$ cat src/rtl/subleq_pkg.sv
// subleq_pkg: shared state type, instruction field helpers and the
// configuration check used by subleq_core.
package subleq_pkg;

  typedef enum logic [2:0] {
    IDLE   = 3'd0,
    FETCH  = 3'd1,
    LOAD_A = 3'd2,
    LOAD_B = 3'd3,
    WRITE  = 3'd4,
    HALT   = 3'd5
  } state_t;

  // Widest instruction word the field helpers accept.
  localparam int unsigned FLD_MAX_W = 256;

  typedef logic [FLD_MAX_W-1:0] fld_word_t;

  function automatic fld_word_t fld_mask(
    input int unsigned aw
  );
    fld_word_t m;
    m = '1;
    return m >> (FLD_MAX_W - aw);
  endfunction

  function automatic fld_word_t fld_a(
    input fld_word_t   w,
    input int unsigned aw
  );
    return (w >> (2 * aw)) & fld_mask(aw);
  endfunction

  function automatic fld_word_t fld_b(
    input fld_word_t   w,
    input int unsigned aw
  );
    return (w >> aw) & fld_mask(aw);
  endfunction

  function automatic fld_word_t fld_j(
    input fld_word_t   w,
    input int unsigned aw
  );
    return w & fld_mask(aw);
  endfunction

  // The word must hold three address fields.
  function automatic bit cfg_ok(
    input int unsigned dw,
    input int unsigned aw
  );
    return (aw > 0) && (dw >= 3 * aw) && (dw <= FLD_MAX_W);
  endfunction

endpackage

$ cat src/rtl/subleq_alu.sv
// subleq_alu: res = vb - va (wrapping) and the signed res <= 0 test.
// Ports: va, vb in; res, leq out. Purely combinational.
module subleq_alu #(
  parameter int unsigned DATA_W = 64
) (
  input  logic [DATA_W-1:0] va,
  input  logic [DATA_W-1:0] vb,
  output logic [DATA_W-1:0] res,
  output logic              leq
);

  assign res = vb - va;
  // Negative (sign bit) or exactly zero.
  assign leq = res[DATA_W-1] | (res == '0);

endmodule

$ cat src/rtl/subleq_core.sv
// subleq_core: multi-cycle SUBLEQ CPU, one memory access per state.
// Ports: iCLK/iRST_N clock and async reset, iRUN start level,
//   oMEM_* / iMEM_* single-port req/ack memory, oIP/oBUSY/oHALT status.
// `define SUBLEQ_TRACE_EN adds oTRC_VALID/IP/RES/TAKEN retire trace.
module subleq_core
  import subleq_pkg::*;
#(
  parameter int unsigned       DATA_W   = 64,
  parameter int unsigned       ADDR_W   = 13,
  parameter bit                REL_ADDR = 1'b1,
  parameter logic [ADDR_W-1:0] RESET_IP = '0
) (
  input  logic              iCLK,
  input  logic              iRST_N,
  input  logic              iRUN,
  output logic              oMEM_REQ,
  output logic              oMEM_WE,
  output logic [ADDR_W-1:0] oMEM_ADDR,
  output logic [DATA_W-1:0] oMEM_WDATA,
  input  logic              iMEM_ACK,
  input  logic [DATA_W-1:0] iMEM_RDATA,
  output logic [ADDR_W-1:0] oIP,
  output logic              oBUSY,
  output logic              oHALT
`ifdef SUBLEQ_TRACE_EN
  ,
  output logic              oTRC_VALID,
  output logic [ADDR_W-1:0] oTRC_IP,
  output logic [DATA_W-1:0] oTRC_RES,
  output logic              oTRC_TAKEN
`endif
);

  if (!cfg_ok(DATA_W, ADDR_W)) begin : g_cfg_bad
    $error("subleq_core: need DATA_W >= 3*ADDR_W");
  end

  state_t            state;
  logic [ADDR_W-1:0] ip;
  logic [ADDR_W-1:0] a_q;
  logic [ADDR_W-1:0] b_q;
  logic [ADDR_W-1:0] j_q;
  logic [DATA_W-1:0] va;
  logic [DATA_W-1:0] vb;
  logic [DATA_W-1:0] res;
  logic              leq;

  logic [ADDR_W-1:0] ea;
  logic [ADDR_W-1:0] eb;
  logic [ADDR_W-1:0] ej;
  logic [ADDR_W-1:0] ip_nxt;
  logic              done;
  logic              wr_done;
  logic              self_loop;

  function automatic logic [ADDR_W-1:0] eff(
    input logic [ADDR_W-1:0] base,
    input logic [ADDR_W-1:0] x
  );
    return REL_ADDR ? base + x : x;
  endfunction

  subleq_alu #(
    .DATA_W(DATA_W)
  ) u_alu (
    .va  (va),
    .vb  (vb),
    .res (res),
    .leq (leq)
  );

  assign ea = eff(ip, a_q);
  assign eb = eff(ip, b_q);
  assign ej = eff(ip, j_q);

  assign done      = oMEM_REQ & iMEM_ACK;
  assign wr_done   = done & (state == WRITE);
  assign self_loop = leq & (ej == ip);
  assign ip_nxt    = leq ? ej : ip + 1'b1;

  // Bus outputs decode straight from registered state, so they stay
  // put across wait cycles and vanish the moment reset hits.
  always_comb begin
    oMEM_REQ   = 1'b0;
    oMEM_WE    = 1'b0;
    oMEM_ADDR  = '0;
    oMEM_WDATA = '0;
    unique case (1'b1)
      (state == FETCH): begin
        oMEM_REQ  = 1'b1;
        oMEM_ADDR = ip;
      end
      (state == LOAD_A): begin
        oMEM_REQ  = 1'b1;
        oMEM_ADDR = ea;
      end
      (state == LOAD_B): begin
        oMEM_REQ  = 1'b1;
        oMEM_ADDR = eb;
      end
      (state == WRITE): begin
        oMEM_REQ   = 1'b1;
        oMEM_WE    = 1'b1;
        oMEM_ADDR  = eb;
        oMEM_WDATA = res;
      end
      default: ;
    endcase
  end

  always_ff @(posedge iCLK or negedge iRST_N) begin
    if (!iRST_N) begin
      state <= IDLE;
      ip    <= RESET_IP;
      a_q   <= '0;
      b_q   <= '0;
      j_q   <= '0;
      va    <= '0;
      vb    <= '0;
    end else begin
      unique case (state)
        IDLE: begin
          if (iRUN) state <= FETCH;
        end
        FETCH: begin
          if (done) begin
            a_q <= ADDR_W'(fld_a(fld_word_t'(iMEM_RDATA), ADDR_W));
            b_q <= ADDR_W'(fld_b(fld_word_t'(iMEM_RDATA), ADDR_W));
            j_q <= ADDR_W'(fld_j(fld_word_t'(iMEM_RDATA), ADDR_W));
            state <= LOAD_A;
          end
        end
        LOAD_A: begin
          if (done) begin
            va    <= iMEM_RDATA;
            state <= LOAD_B;
          end
        end
        LOAD_B: begin
          if (done) begin
            vb    <= iMEM_RDATA;
            state <= WRITE;
          end
        end
        WRITE: begin
          if (wr_done) begin
            if (self_loop) begin
              state <= HALT;
            end else begin
              ip    <= ip_nxt;
              state <= iRUN ? FETCH : IDLE;
            end
          end
        end
        HALT: ;
        default: state <= IDLE;
      endcase
    end
  end

  assign oIP   = ip;
  assign oHALT = (state == HALT);
  assign oBUSY = (state != IDLE) && (state != HALT);

`ifdef SUBLEQ_TRACE_EN
  always_ff @(posedge iCLK or negedge iRST_N) begin
    if (!iRST_N) begin
      oTRC_VALID <= 1'b0;
      oTRC_IP    <= '0;
      oTRC_RES   <= '0;
      oTRC_TAKEN <= 1'b0;
    end else begin
      oTRC_VALID <= wr_done;
      if (wr_done) begin
        oTRC_IP    <= ip;
        oTRC_RES   <= res;
        oTRC_TAKEN <= leq;
      end
    end
  end
`endif

endmodule

$ cat config.mk
export PLATFORM = sky130hd
export DESIGN_NAME = subleq_core
export DESIGN_NICKNAME = d
export VERILOG_FILES = /design/src/rtl/subleq_pkg.sv /design/src/rtl/subleq_alu.sv /design/src/rtl/subleq_core.sv
export SDC_FILE = /design/constraint.sdc
export NUM_CORES = 1
export LEC_CHECK = 0
export BUFFER_PORTS_ARGS = -buffer_cell sky130_fd_sc_hd__buf_2
export CAP_MARGIN = 30
export CORE_UTILIZATION = 29
export CTS_CLUSTER_DIAMETER = 80
export CTS_CLUSTER_SIZE = 14
export DETAILED_ROUTE_END_ITERATION = 16
export HOLD_SLACK_MARGIN = 0.15
export SLEW_MARGIN = 15
export SYNTH_ARGS = -nofsm -noshare
export SYNTH_HDL_FRONTEND = slang
export SYNTH_SLANG_ARGS = --single-unit
$ cat constraint.sdc
create_clock -name iCLK -period 6.5 [get_ports iCLK]
set_clock_uncertainty 0.15 [all_clocks]
set_input_delay 0 -clock iCLK [delete_from_list [all_inputs] [get_ports iCLK]]
set_output_delay 0 -clock iCLK [all_outputs]
set_load 0.02 [all_outputs]
Word level (Yosys, flattened, before mapping)
Cells that the tools add are included.

Output and inout bits: 94. Flip-flop bits (word level): 183. Word-level logic and storage cells: 54.

Bitwise gates (word level): 6. Reductions and logical operators: 11. Multiplexer cells: 13. Add/sub/neg operators: 5. Equal/unequal tests: 12.

Operators with widths (number): zero test 64 bit (1); 2-to-1 mux 64 bit (1); subtractor 64 bit (1); adder 13 bit (3); case mux 13 bit (3 select lines) (1); 2-to-1 mux 3 bit (6); case mux 3 bit (6 select lines) (1); adder 13 x 1 -> 13 bit (second input constant) (1); == test 13 bit (1); 2-to-1 mux 13 bit (1); != test 2 bit (second input constant) (5); == test 3 x 2 -> 1 bit (second input constant) (2); == test 3 bit (second input constant) (2); AND reduction 2 bit (3); AND reduction 6 bit (1); OR reduction 4 bit (1); AND 1 bit (3); == test 3 x 1 -> 1 bit (second input constant) (1); zero test 3 bit (1); 2-to-1 mux 1 bit (3); != test 3 bit (second input constant) (1); AND reduction 3 bit (1); nonzero test 3 bit (1); inverter 1 bit (2); other kinds (3) (3).

Longest topological paths before layout
Gate-level depths: netlist of the first run.

Depth in word-level cells: 7. Depth in mapped cells: 23.

Hierarchy
From an unflattened synthesis of the first run, not the netlist that was laid out.

Cells, all modules: 1540. Area, all modules: 14276.2 um2.

By module, submodules not included: subleq_core (cells each 799, instances 1, area an instance 9392.8 um2); subleq_alu (cells each 741, instances 1, area an instance 4883.4 um2).

Worst setup path before layout of the first run
Ideal clock, no wire load.

Kind: register to output. Start point: reg state[2]. End point: out oMEM_ADDR[12]. Cell stages (with the launch flop): 24. Arrival time: 4441 ps. Path buffers: 3. Slack: 1909 ps. Required time: 6350 ps. Cells stage by stage: dfrtp_1 > clkbuf_1 > clkinv_1 > or3_1 > clkbuf_1 > nand2_1 > buf_1 > mux2_2 > ha_1 > inv_1 > fa_1 > inv_1 > a21oi_1 > o21ai_0 > a21oi_1 > o21bai_1 > a21o_1 > a21o_1 > a21o_1 > a21o_1 > a21o_1 > a21oi_1 > xnor2_1 > a22o_1.

Word-level cells in the longest chain between the ends: 3. Elaborated cells between the ends (all ways): 6. Classes of those cells: eq/ne (4); mux (1); reduce/logical (1).

RTL lines: from (decl) (RTL line subleq_core.sv:38) `state_t state;`; from (signal assigned) (RTL line subleq_core.sv:151) `state <= iRUN ? FETCH : IDLE;`; == test 3 x 2 -> 1 bit or == test 3 bit (tied branches) (RTL line subleq_core.sv:97, subleq_core.sv:101); OR reduction 2 bit (no source line); case mux 13 bit (3 select lines) * (RTL line subleq_core.sv:88) `unique case (1'b1)`; to (decl) (RTL line subleq_core.sv:18) `output logic [ADDR_W-1:0] oMEM_ADDR,`.

Mark *: on every way between the ends. The rest lies on a longest branch, timed or not.

Final worst setup path of the first run
Start point: reg vb[0]. End point: reg ip[1], in the netlist oIP[1].

Word-level cells in the longest chain between the ends: 6. Elaborated cells between the ends (all ways): 7. Classes of those cells: add/sub (1); mux (1); bitwise (3); reduce/logical (2).

RTL lines: from (decl) (RTL line subleq_core.sv:44) `logic [DATA_W-1:0] vb;`; from (signal assigned) (RTL line subleq_core.sv:141) `vb <= iMEM_RDATA;`; subtractor 64 bit * (RTL line subleq_alu.sv:12) `assign res = vb - va;`; zero test 64 bit (RTL line subleq_alu.sv:14) `assign leq = res[DATA_W-1] | (res == '0);`; OR 1 bit * (RTL line subleq_alu.sv:14); AND 1 bit (RTL line subleq_core.sv:78) `assign self_loop = leq & (ej == ip);`; inverter 1 bit (no source line); AND reduction 3 bit (no source line); to (signal assigned) (RTL line subleq_core.sv:150) `ip <= ip_nxt;`; to (decl) (RTL line subleq_core.sv:39) `logic [ADDR_W-1:0] ip;`.

Marks and branches as above. A chain may end at the register's enable or synchronous reset.

==> results of run 1 <==
[cell type report]
cell class | instances | area (µm²) | area share
antenna | 2 | 5.005 | 0.0003047
clock buffer | 19 | 432.9 | 0.02636
clock inverter | 12 | 168.9 | 0.01028
inverter | 98 | 367.9 | 0.02239
multi-input combinational | 1236 | 8394 | 0.5110
sequential | 183 | 4579 | 0.2788
tap | 607 | 759.5 | 0.04624
timing repair buffer | 248 | 1718 | 0.1046
[how the worst min path moves through the flow]
stage	slack, ns	end	start	cells past startpoint
6_report	0.17	va[43]$_DFFE_PN0P_	iMEM_RDATA[43]	4
4_1_cts	0.15	va[43]$_DFFE_PN0P_	iMEM_RDATA[43]	4
5_1_grt	0.17	va[43]$_DFFE_PN0P_	iMEM_RDATA[43]	4
2_1_floorplan	-0.45	a_q[0]$_DFFE_PN0P_	iRST_N	0
3_3_place_gp	-0.14	va[49]$_DFFE_PN0P_	iRST_N	1
3_5_place_dp	-0.13	vb[53]$_DFFE_PN0P_	iRST_N	1
[through the flow]
stage / worst slack, ns / instance area, µm² / power (W) / hold slack, ns
2_1_floorplan: 1.909 / 13660 / 0.001163 / -0.4456
3_3_place_gp: 1.132 / 14970 / 0.001223 / -0.1397
3_5_place_dp: 1.107 / 15020 / 0.001225 / -0.1251
4_1_cts: 1.053 / 16420 / 0.002360 / 0.1521
5_1_grt: 0.6312 / 16430 / 0.002411 / 0.1670
6_report: 0.8555 / 16430 / 0.002329 / 0.1670
[registers in the layout, indices dropped and copies added, names as in the netlist]
name	cells
j_q	13
b_q	13
va	64
oIP	13
a_q	13
vb	64
state	3
[report_power, final]
group          leakage [nW]  total [W]             switching [W]  internal, W
clock                 0.292    0.00109                  0.000477     0.000611
sequential             2.17    0.00114  0.0000000000000000000598      0.00114
combinational          5.35   0.000102                 0.0000531    0.0000492
[routing by layer]
layer | GRT usage | part of all wire | vias to the layer above
met5 | 0 | 0.00057 | -
met4 | 0.04907 | 0.016 | 4
li1 | - | - | 6088
met2 | 0.3124 | 0.47 | 439
met1 | 0.2496 | 0.44 | 6159
met3 | 0.03770 | 0.069 | 45
[timing repair]
item / 4_1_cts / 5_1_grt
resized for setup: 0 / 0
hold buffers: 78 / 0
endpoints found under the setup margin: 0 / 0
hold endpoints to repair: 275 / 0
[critical path, cell delays in order (launching register included)]
cell and delay (ns):
dfrtp_1 0.35, inv_1 0.06, ha_1 0.20, fa_1 0.40, and2b_1 0.25, o2111ai_2 0.21, a211oi_1 0.66, nor2_1 0.20
xor2_1 0.34, and4_1 0.32, nand4_1 0.14, nor4_1 0.56, nand4_1 0.16, or4_4 0.64, and2_4 0.28, nor2_1 0.41
a221oi_1 0.16
[kinds of logic (layout without fill, tap and decap cells)]
kind of cell / Yosys count / count (layout)
adder cells (fa/ha/maj): 92 / 92
AO/OA/AOI/OAI: 421 / 421
other: 0 / 2
flip-flops: 183 / 183
multiplexers: 126 / 126
buffers and inverters: 178 / 377
XOR/XNOR: 84 / 84
AND/OR/NAND/NOR: 513 / 513
[cell usage in the layout (no fill, tap or decap), types with 13 or more instances in the layout]
| cell | n |
|---|---|
| dfrtp_1 | 183 |
| nand2_1 | 175 |
| buf_2 | 160 |
| nor2_1 | 143 |
| o21ai_0 | 129 |
| mux2_2 | 119 |
| a21oi_1 | 115 |
| inv_1 | 97 |
| ha_1 | 89 |
| dlygate4sd3_1 | 77 |
| xnor2_1 | 48 |
| nand4_1 | 40 |
| xor2_1 | 36 |
| nor3_1 | 35 |
| nand3_1 | 25 |
| a21o_1 | 24 |
| clkbuf_16 | 17 |
| nand2b_1 | 16 |
| a22o_1 | 13 |
| o21bai_1 | 13 |
| and3_1 | 13 |
==> flow_metrics.py, run 1 <==
metrics = {
    "run_status": {
        "status": "finished clean",
    },
    "sta": {
        "hold_viol": 0,
        "worstMarginPinSlew_ns": 0.8353,
        "fin_crit_ns": 5.644,
        "relSlewSlack": 0.4391,
        "clock.fmax_mhz": 177.2,
        "setup_viol": 0,
        "drv_slew": 0,
        "fin_crit_sh": 0.8684,
        "setup_tns_ns": 0,
        "rsz0062_at_grt": "no",
    },
    "detailed_routing": {
        "drc": 0,
        "via_per_inst": 5.295,
        "drt-initial-drc-count": 1170,
        "wl_mm": 45.26,
        "wl_per_cell_um": 18.82,
        "via_count": 12740,
        "first_pass_iters": 6,
        "drtAntennaViolNets": 0,
    },
    "die": {
        "dieArea_um2": 47990,
        "start_util": 0.2935,
        "io_pins": 162,
        "die_width_um": 219.1,
        "core-area_um2": 46560,
        "fp.dieH_um": 219.1,
        "rows": 79,
    },
    "clock_network": {
        "root_buffer": "clkbuf_16",
        "h-tree-depth": 4,
        "cts.clk_slew.worst_paths_ns": 0.08,
        "cts_num_sinks": 183,
        "cts_setup_buffers": 0,
        "clock_latency_ns": 0.46,
        "cts_made_buffers": 17,
        "cts_tree": "yes",
        "cts.path.max_buffers": 2,
    },
    "yosys": {
        "synth_area_leaders": "dfrtp_1 (34%), mux2_2 (9.8%), ha_1 (8.1%)",
        "avgSynthCellArea_um2": 8.556,
        "seq_area_frac_synth": 0.3351,
        "synth_most_common_cell": "dfrtp_1",
        "synth_top_area_frac": 0.3351,
        "ys_seq_elements": 183,
        "synth_flop_cell": "dfrtp_1",
        "synth_fa_ha_area_frac": 0.08589,
        "synth_cell_types": 83,
        "synth_simple_gate_area_frac": 0.1749,
        "synth_edf_count": 0,
        "yosysWarnings": 0,
        "syn_inst": 1597,
        "yosys.area.top_type": "dfrtp_1",
        "synth_top_family_by_area": "compound AO/OA/AOI/OAI gates",
        "synth_mux_area_frac": 0.1032,
        "async_flop_share": 1.000,
        "synth_xor_area_frac": 0.05384,
        "synth_common_cells": "dfrtp_1 (183), nand2_1 (175), nor2_1 (145), o21ai_0 (129), mux2_2 (119)",
        "netlist_area_um2": 13660,
        "synth_compound_area_frac": 0.1944,
        "syn_nets": 1757,
    },
    "layout": {
        "n_fill_cell": 4782,
        "area_delta_synth_final_pct": 20.21,
        "drive_gt1_frac": 0.1910,
        "final_nets": 1944,
        "final_cells": 2405,
        "fin_util": 0.3528,
    },
    "pwr": {
        "ir_worst_vdd_mv": 0.1502,
        "power.density_nw_per_um2": 141.8,
        "leakage_nw": 7.812,
    },
    "setup_path": {
        "end_kind": "register",
        "cp-startpoint": "vb[0]$_DFFE_PN0P_",
        "path_class": "reg -> reg",
        "r2r-start": "vb[0]$_DFFE_PN0P_",
        "cp_max_fo": 24,
        "worstPathRequired_ns": 6.67,
        "r2r_slack_ns": 0.86,
        "crit_end": "oIP[1]$_DFFE_PN0P_",
        "rr_endpoint": "oIP[1]$_DFFE_PN0P_",
        "start_kind": "register",
        "worstPathArrival_ns": 5.82,
        "rr_worst_depth": 16,
    },
    "place": {
        "gp_congestion": 0.9965,
        "dp.cells": 2294,
        "portBuffers": 161,
        "dp_hpwl_mm": 35.38,
    },
    "global_route": {
        "gr-total-overflow": 0,
        "antenna_found_initial": 4,
        "grt_max_degree": 84,
        "grt_util_all_layers": 0.1888,
        "first_global_vias": 12210,
        "grt_pass1_wl_mm": 69.58,
    },
    "hold_path": {
        "hp-class": "in -> reg",
    },
    "flow_run": {
        "drv_cap": 0,
    },
}
Power figures use the tool's default switching activity.
==> inputs of run 2 (changes only) <==
==> constraint.sdc (replaced) <==
create_clock -name iCLK -period 5.7 [get_ports iCLK]
set_clock_uncertainty 0.15 [all_clocks]
set_input_delay 0 -clock iCLK [delete_from_list [all_inputs] [get_ports iCLK]]
set_output_delay 0 -clock iCLK [all_outputs]
set_load 0.02 [all_outputs]
==> flow_metrics.py, run 2 (synthesis gave the netlist of run 1 again) <==
metrics = {
    "run_status": {
        "status": "finished clean",
    },
    "sta": {
        "worstMarginPinSlew_ns": 0.9816,
        "drv_slew": 0,
        "setup_tns_ns": 0,
        "fin_crit_sh": 0.9447,
        "setup_viol": 0,
        "fin_crit_ns": 5.385,
        "rsz0062_at_grt": "no",
        "hold_viol": 0,
        "relSlewSlack": 0.3456,
        "clock.fmax_mhz": 185.7,
    },
    "setup_path": {
        "path_cells": "inv_1, ha_1, fa_1, and2b_1, o2111ai_2, a211oi_1, o211ai_1, nand2_1, a31o_2, a21oi_1, xnor2_1, or4b_1, or4_4, and2_4, a21boi_2, a222oi_1",
        "worstPathRequired_ns": 5.89,
        "path_class": "reg -> reg",
        "worstPathArrival_ns": 5.57,
        "rr_endpoint": "oIP[4]$_DFFE_PN0P_",
        "path_delay_family": "compound AO/OA/AOI/OAI gates",
        "slowest_stage": "a211oi_1",
        "start_kind": "register",
        "end_kind": "register",
        "critPathMaxStageDelay_ns": 0.70,
        "r2r_slack_ns": 0.32,
        "rr_worst_depth": 16,
        "path_buf_inv": 1,
        "r2r-start": "vb[0]$_DFFE_PN0P_",
        "cp_max_fo": 24,
    },
    "global_route": {
        "first_global_vias": 12460,
        "grt-busiest-layer": "met2",
        "grt_use_met3": 0.03188,
        "grt_max_degree": 154,
        "grt_util_all_layers": 0.1939,
        "antenna_found_initial": 3,
        "grt_pass1_wl_mm": 71.21,
        "gr-total-overflow": 0,
        "use_met1": 0.2555,
        "grtUsageMet2": 0.3248,
    },
    "detailed_routing": {
        "drt-initial-drc-count": 1035,
        "wl_per_cell_um": 18.83,
        "via_count": 12880,
        "via_per_inst": 5.280,
        "drtAntennaViolNets": 0,
        "wl_mm": 45.92,
        "first_pass_iters": 5,
        "drc": 0,
    },
    "place": {
        "gp_congestion": 0.9265,
        "dp_hpwl_mm": 36.28,
        "portBuffers": 161,
        "place_area_um2": 15080,
    },
    "die": {
        "fp.dieH_um": 219.1,
        "io_pins": 162,
        "die_width_um": 219.1,
        "rows": 79,
        "dieArea_um2": 47990,
        "start_util": 0.2935,
        "core-area_um2": 46560,
    },
    "layout": {
        "final_cell_mix": "dfrtp_1 (183), nand2_1 (174), buf_2 (160), nor2_1 (142), o21ai_0 (129)",
        "final_common_cell": "dfrtp_1",
        "drive_gt1_frac": 0.1944,
        "fin_area_um2": 16790,
        "area_delta_synth_final_pct": 22.86,
        "final_nets": 1978,
        "top_regs": "va: 64 flops, vb: 64 flops",
    },
    "hold_path": {
        "hold_path_depth": 4,
        "min_from": "iMEM_RDATA[53]",
        "hp-class": "in -> reg",
        "worstHoldEndpoint": "va[53]$_DFFE_PN0P_",
    },
    "clock_network": {
        "cts.clk_slew.worst_paths_ns": 0.07,
        "cts.path.max_buffers": 2,
        "cts_tree": "yes",
        "root_buffer": "clkbuf_16",
        "clock_latency_ns": 0.47,
        "cts_setup_buffers": 0,
        "cts_num_sinks": 183,
        "cts_made_buffers": 17,
        "h-tree-depth": 4,
    },
    "flow_run": {
        "drv_cap": 0,
    },
    "pwr": {
        "power.density_nw_per_um2": 161.3,
        "switching_power_w": 0.0006276,
        "seqPwrFrac": 0.479,
        "power_frac_comb": 0.047,
        "p_int_w": 0.002081,
        "leakage_nw": 7.963,
        "switching_share": 0.2317,
        "clockPowerShare": 0.474,
        "ir_worst_vdd_mv": 0.1820,
    },
}
## run 2: cell count changes in the layout (fill, tap and decap cells not counted), sizes merged
cell         change
buf              +7
dlygate4sd3     +27
inv              +2
diode            -1
clkinv           -2
clkinvlp         +1
## run 2: routing by layer
metal	routed length, µm	share of wire
met4	813	0.018
met2	22140	0.48
met3	2237	0.049
met5	31	0.00068
met1	20700	0.45
## run 2: cell type report
class,instances,area (µm²)
multi-input combinational,1236,8411
antenna,1,2.502
clock inverter,13,186.4
clock buffer,19,442.9
fill,4770,29770
inverter,98,367.9
tap,607,759.5
sequential,183,4579
timing repair buffer,282,2038
## run 2: repair_timing
action / in CTS / in global routing
gates resized for setup: 0 / 4
hold endpoints to repair: 356 / 0
setup endpoints to repair: 0 / 13
hold buffers: 105 / 0
## run 2: power groups by stage
stage                      logic [W]  clock network [W]  registers (W)
after detailed placement   0.0000732                  0        0.00132
after global placement     0.0000717                  0        0.00132
after global routing        0.000141            0.00136        0.00130
after floorplan           0.00000290                  0        0.00132
final                       0.000128            0.00128        0.00130
after CTS                   0.000131            0.00132        0.00130
## run 2: how the worst max path moves through the flow
stage / from / slack [ns] / cells after the start / endpoint
global route: vb[0]$_DFFE_PN0P_ / 0.04 / 15 / oIP[5]$_DFFE_PN0P_
detailed placement: vb[0]$_DFFE_PN0P_ / 0.20 / 15 / oIP[1]$_DFFE_PN0P_
floorplan: state[2]$_DFFE_PN0P_ / 1.11 / 23 / oMEM_ADDR[12]
finish: vb[0]$_DFFE_PN0P_ / 0.32 / 16 / oIP[4]$_DFFE_PN0P_
CTS: vb[0]$_DFFE_PN0P_ / 0.14 / 15 / oIP[1]$_DFFE_PN0P_
global placement: vb[0]$_DFFE_PN0P_ / 0.35 / 16 / oIP[1]$_DFFE_PN0P_
## run 2: worst min-delay path, cell delays in order
cell,delay (ns)
dlygate4sd3_1,0.53
buf_2,0.11
nand2_1,0.04
o21ai_0,0.06
## run 2: per-stage QoR
step / worst slack, ns / std cells / hold WS [ns] / power, W / utilization
floorplan: 1.109 / 1597 / -0.4456 / 0.001326 / -
global placement: 0.3532 / 2299 / -0.2529 / 0.001395 / 0.3229
detailed placement: 0.2023 / 2301 / -0.2485 / 0.001396 / 0.3239
CTS: 0.1368 / 2438 / 0.1508 / 0.002744 / 0.3602
global route: 0.03965 / 2439 / 0.1715 / 0.002795 / 0.3606
finish: 0.3154 / 2439 / 0.1599 / 0.002708 / 0.3606
==> inputs of run 3 (changes only) <==
--- a/config.mk
+++ b/config.mk
@@ -15,4 +15,5 @@
 export SLEW_MARGIN = 15
 export SYNTH_ARGS = -nofsm -noshare
 export SYNTH_HDL_FRONTEND = slang
+export SYNTH_HIERARCHICAL = 1
 export SYNTH_SLANG_ARGS = --single-unit
==> flow_metrics.py, run 3 <==
metrics = {
    "run_status": {
        "status": "finished clean",
    },
    "yosys": {
        "synth_cell_types": 94,
        "synth_compound_area_frac": 0.1918,
        "ys_seq_elements": 183,
        "synth_common_cells": "dfrtp_1 (183), mux2_2 (179), a21oi_1 (113), nand2_1 (107), inv_1 (104)",
        "synth_fa_ha_area_frac": 0.08133,
        "synth_top_area_frac": 0.3208,
        "netlist_area_um2": 14280,
        "seq_area_frac_synth": 0.3208,
        "synth_area_leaders": "dfrtp_1 (32%), mux2_2 (14%), ha_1 (7.7%)",
        "yosys.area.top_type": "dfrtp_1",
        "synth_top_family_by_area": "compound AO/OA/AOI/OAI gates",
        "syn_inst": 1540,
        "yosysWarnings": 6,
        "synth_simple_gate_area_frac": 0.1618,
        "synth_flop_cell": "dfrtp_1",
        "synth_most_common_cell": "dfrtp_1",
        "syn_nets": 1699,
        "synth_mux_area_frac": 0.1461,
        "async_flop_share": 1.000,
        "avgSynthCellArea_um2": 9.270,
        "synth_xor_area_frac": 0.04741,
        "synth_edf_count": 0,
    },
    "setup_path": {
        "r2r_slack_ns": 0.30,
        "end_kind": "register",
        "worstPathRequired_ns": 5.89,
        "rr_worst_depth": 21,
        "path_class": "reg -> reg",
        "worstPathArrival_ns": 5.59,
        "r2r-start": "va[0]$_DFFE_PN0P_",
        "cp_max_fo": 12,
        "rr_endpoint": "oIP[0]$_DFFE_PN0P_",
        "start_kind": "register",
    },
    "die": {
        "core-area_um2": 48150,
        "start_util": 0.2965,
        "fp.dieH_um": 223.9,
        "dieArea_um2": 50120,
        "io_pins": 162,
        "rows": 80,
        "die_width_um": 223.9,
    },
    "global_route": {
        "gr-total-overflow": 0,
        "grt_max_degree": 160,
        "antenna_found_initial": 0,
        "grt_util_all_layers": 0.1820,
        "grt_pass1_wl_mm": 71.44,
        "first_global_vias": 12600,
    },
    "flow_run": {
        "drv_cap": 0,
    },
    "layout": {
        "area_delta_synth_final_pct": 25.29,
        "multi_input_area_um2": 9224,
        "n_fill_cell": 4924,
        "top_regs": "va: 64 flops, vb: 64 flops",
        "diodes": 0,
        "final_common_cell": "dfrtp_1",
        "final_cells": 2487,
        "final_nets": 1977,
        "drive_gt1_frac": 0.2977,
        "final_cell_mix": "dfrtp_1 (183), mux2_2 (179), buf_2 (161), a21oi_1 (112), nand2_1 (106)",
        "seq_area_um2": 4579,
        "fin_area_um2": 17890,
    },
    "detailed_routing": {
        "drt-initial-drc-count": 901,
        "drc": 0,
        "drtAntennaViolNets": 0,
        "via_count": 12770,
        "first_pass_iters": 5,
        "wl_per_cell_um": 18.24,
        "wl_mm": 45.36,
        "via_per_inst": 5.133,
    },
    "place": {
        "portBuffers": 161,
        "post-place-ws_ns": -0.3299,
        "dp_hpwl_mm": 35.87,
        "gp_congestion": 0.9564,
        "place_area_um2": 16330,
        "dp.cells": 2381,
    },
    "sta": {
        "setup_viol": 0,
        "drv_slew": 0,
        "worst_slack_ns": 0.3016,
        "fin_crit_ns": 5.398,
        "hold_viol": 0,
        "fin_crit_sh": 0.9471,
        "relSlewSlack": 0.3134,
        "hold_ws_ns": 0.1778,
        "clock.fmax_mhz": 185.2,
        "worstMarginPinSlew_ns": 1.030,
        "rsz0062_at_grt": "no",
    },
    "clock_network": {
        "clock_latency_ns": 0.46,
        "cts_num_sinks": 183,
        "cts.clk_slew.worst_paths_ns": 0.07,
        "cts_made_buffers": 17,
        "h-tree-depth": 4,
        "cts_tree": "yes",
        "root_buffer": "clkbuf_16",
        "cts.path.max_buffers": 2,
    },
    "hold_path": {
        "hp-class": "in -> reg",
        "hold_path_depth": 3,
        "worstHoldEndpoint": "va[54]$_DFFE_PN0P_",
        "min_from": "iMEM_RDATA[54]",
    },
}
-- run 3: cell count changes in the layout (fill, tap and decap cells not counted), sizes merged, moves of 9 or more --
cell	change
a21o	+11
and2	+62
buf	+78
dlygate4sd3	-32
mux2	+60
nand2	-67
nand4	-18
nor2	-68
o21ai	-62
o31ai	+9
or3	+10
xnor2	-15
-- run 3: worst max-delay path by stage --
stage / from / end / slack, ns / cells past startpoint
detailed placement: va[0]$_DFFE_PN0P_ / oIP[2]$_DFFE_PN0P_ / -0.33 / 22
global route: va[42]$_DFFE_PN0P_ / oIP[0]$_DFFE_PN0P_ / 0.009 / 21
finish: va[0]$_DFFE_PN0P_ / oIP[0]$_DFFE_PN0P_ / 0.30 / 21
CTS: va[1]$_DFFE_PN0P_ / oIP[2]$_DFFE_PN0P_ / 0.01 / 23
floorplan: va[6]$_DFFE_PN0P_ / oIP[1]$_DFFE_PN0P_ / 0.80 / 22
global placement: va[0]$_DFFE_PN0P_ / oIP[2]$_DFFE_PN0P_ / -0.36 / 22
-- run 3: worst max-delay path, cell delays in order, from the launching register on --
cell       delay (ns)
dfrtp_1          0.38
ha_1             0.23
fa_2             0.53
inv_1            0.09
nor3_4           0.28
o21ai_2          0.12
a211oi_2         0.14
or4b_4           0.50
nor4_4           0.15
buf_4            0.14
nand4b_1         0.17
nor4_2           0.21
o2111ai_2        0.18
nor4_2           0.28
a21o_4           0.20
and3_4           0.17
nand4_1          0.11
nor4b_2          0.26
nand4_1          0.13
or4_4            0.45
nor2b_4          0.20
a22o_1           0.22
-- run 3: routing by layer --
layer / global-route usage / vias to the layer above / part of all wire
met2: 0.2861 / 298 / 0.45
met4: 0.04993 / 0 / 0.018
met3: 0.02492 / 45 / 0.036
li1: - / 6155 / -
met5: 0 / - / 0
met1: 0.2593 / 6268 / 0.50
-- run 3: final cells by class --
type                            count  area share
Inverter                          104     0.02182
Tap cell                          656     0.04589
Multi-Input combinational cell   1184      0.5157
Clock buffer                       17     0.02378
Timing Repair Buffer              328      0.1274
Clock inverter                     15    0.009373
Sequential cell                   183      0.2560
-- run 3: cells by family after synthesis --
kind of cell             after synthesis
AND/OR/NAND/NOR                      438
AO/OA/AOI/OAI                        398
multiplexers                         186
flip-flops                           183
buffers and inverters                173
adder cells (fa/ha/maj)               91
XOR/XNOR                              71
-- run 3: timing repair --
| item | CTS | global route |
|---|---|---|
| pin swaps | 5 | 6 |
| resized for setup | 11 | 37 |
| setup endpoints to repair | 14 | 14 |
| buffers inserted | 0 | 1 |
| hold buffers | 73 | 0 |
| endpoints found under the hold margin | 366 | 0 |
-- run 3: through the flow --
stage	util	setup TNS, ns
after global routing	0.3715	0
final	0.3715	0
after CTS	0.3674	0
after detailed placement	0.3392	-3.844
after floorplan	-	0
after global placement	0.3386	-4.196
Power of run 3 is not shown: default switching activity piles up to over one toggle a cycle in this logic, so the estimate is an artifact.
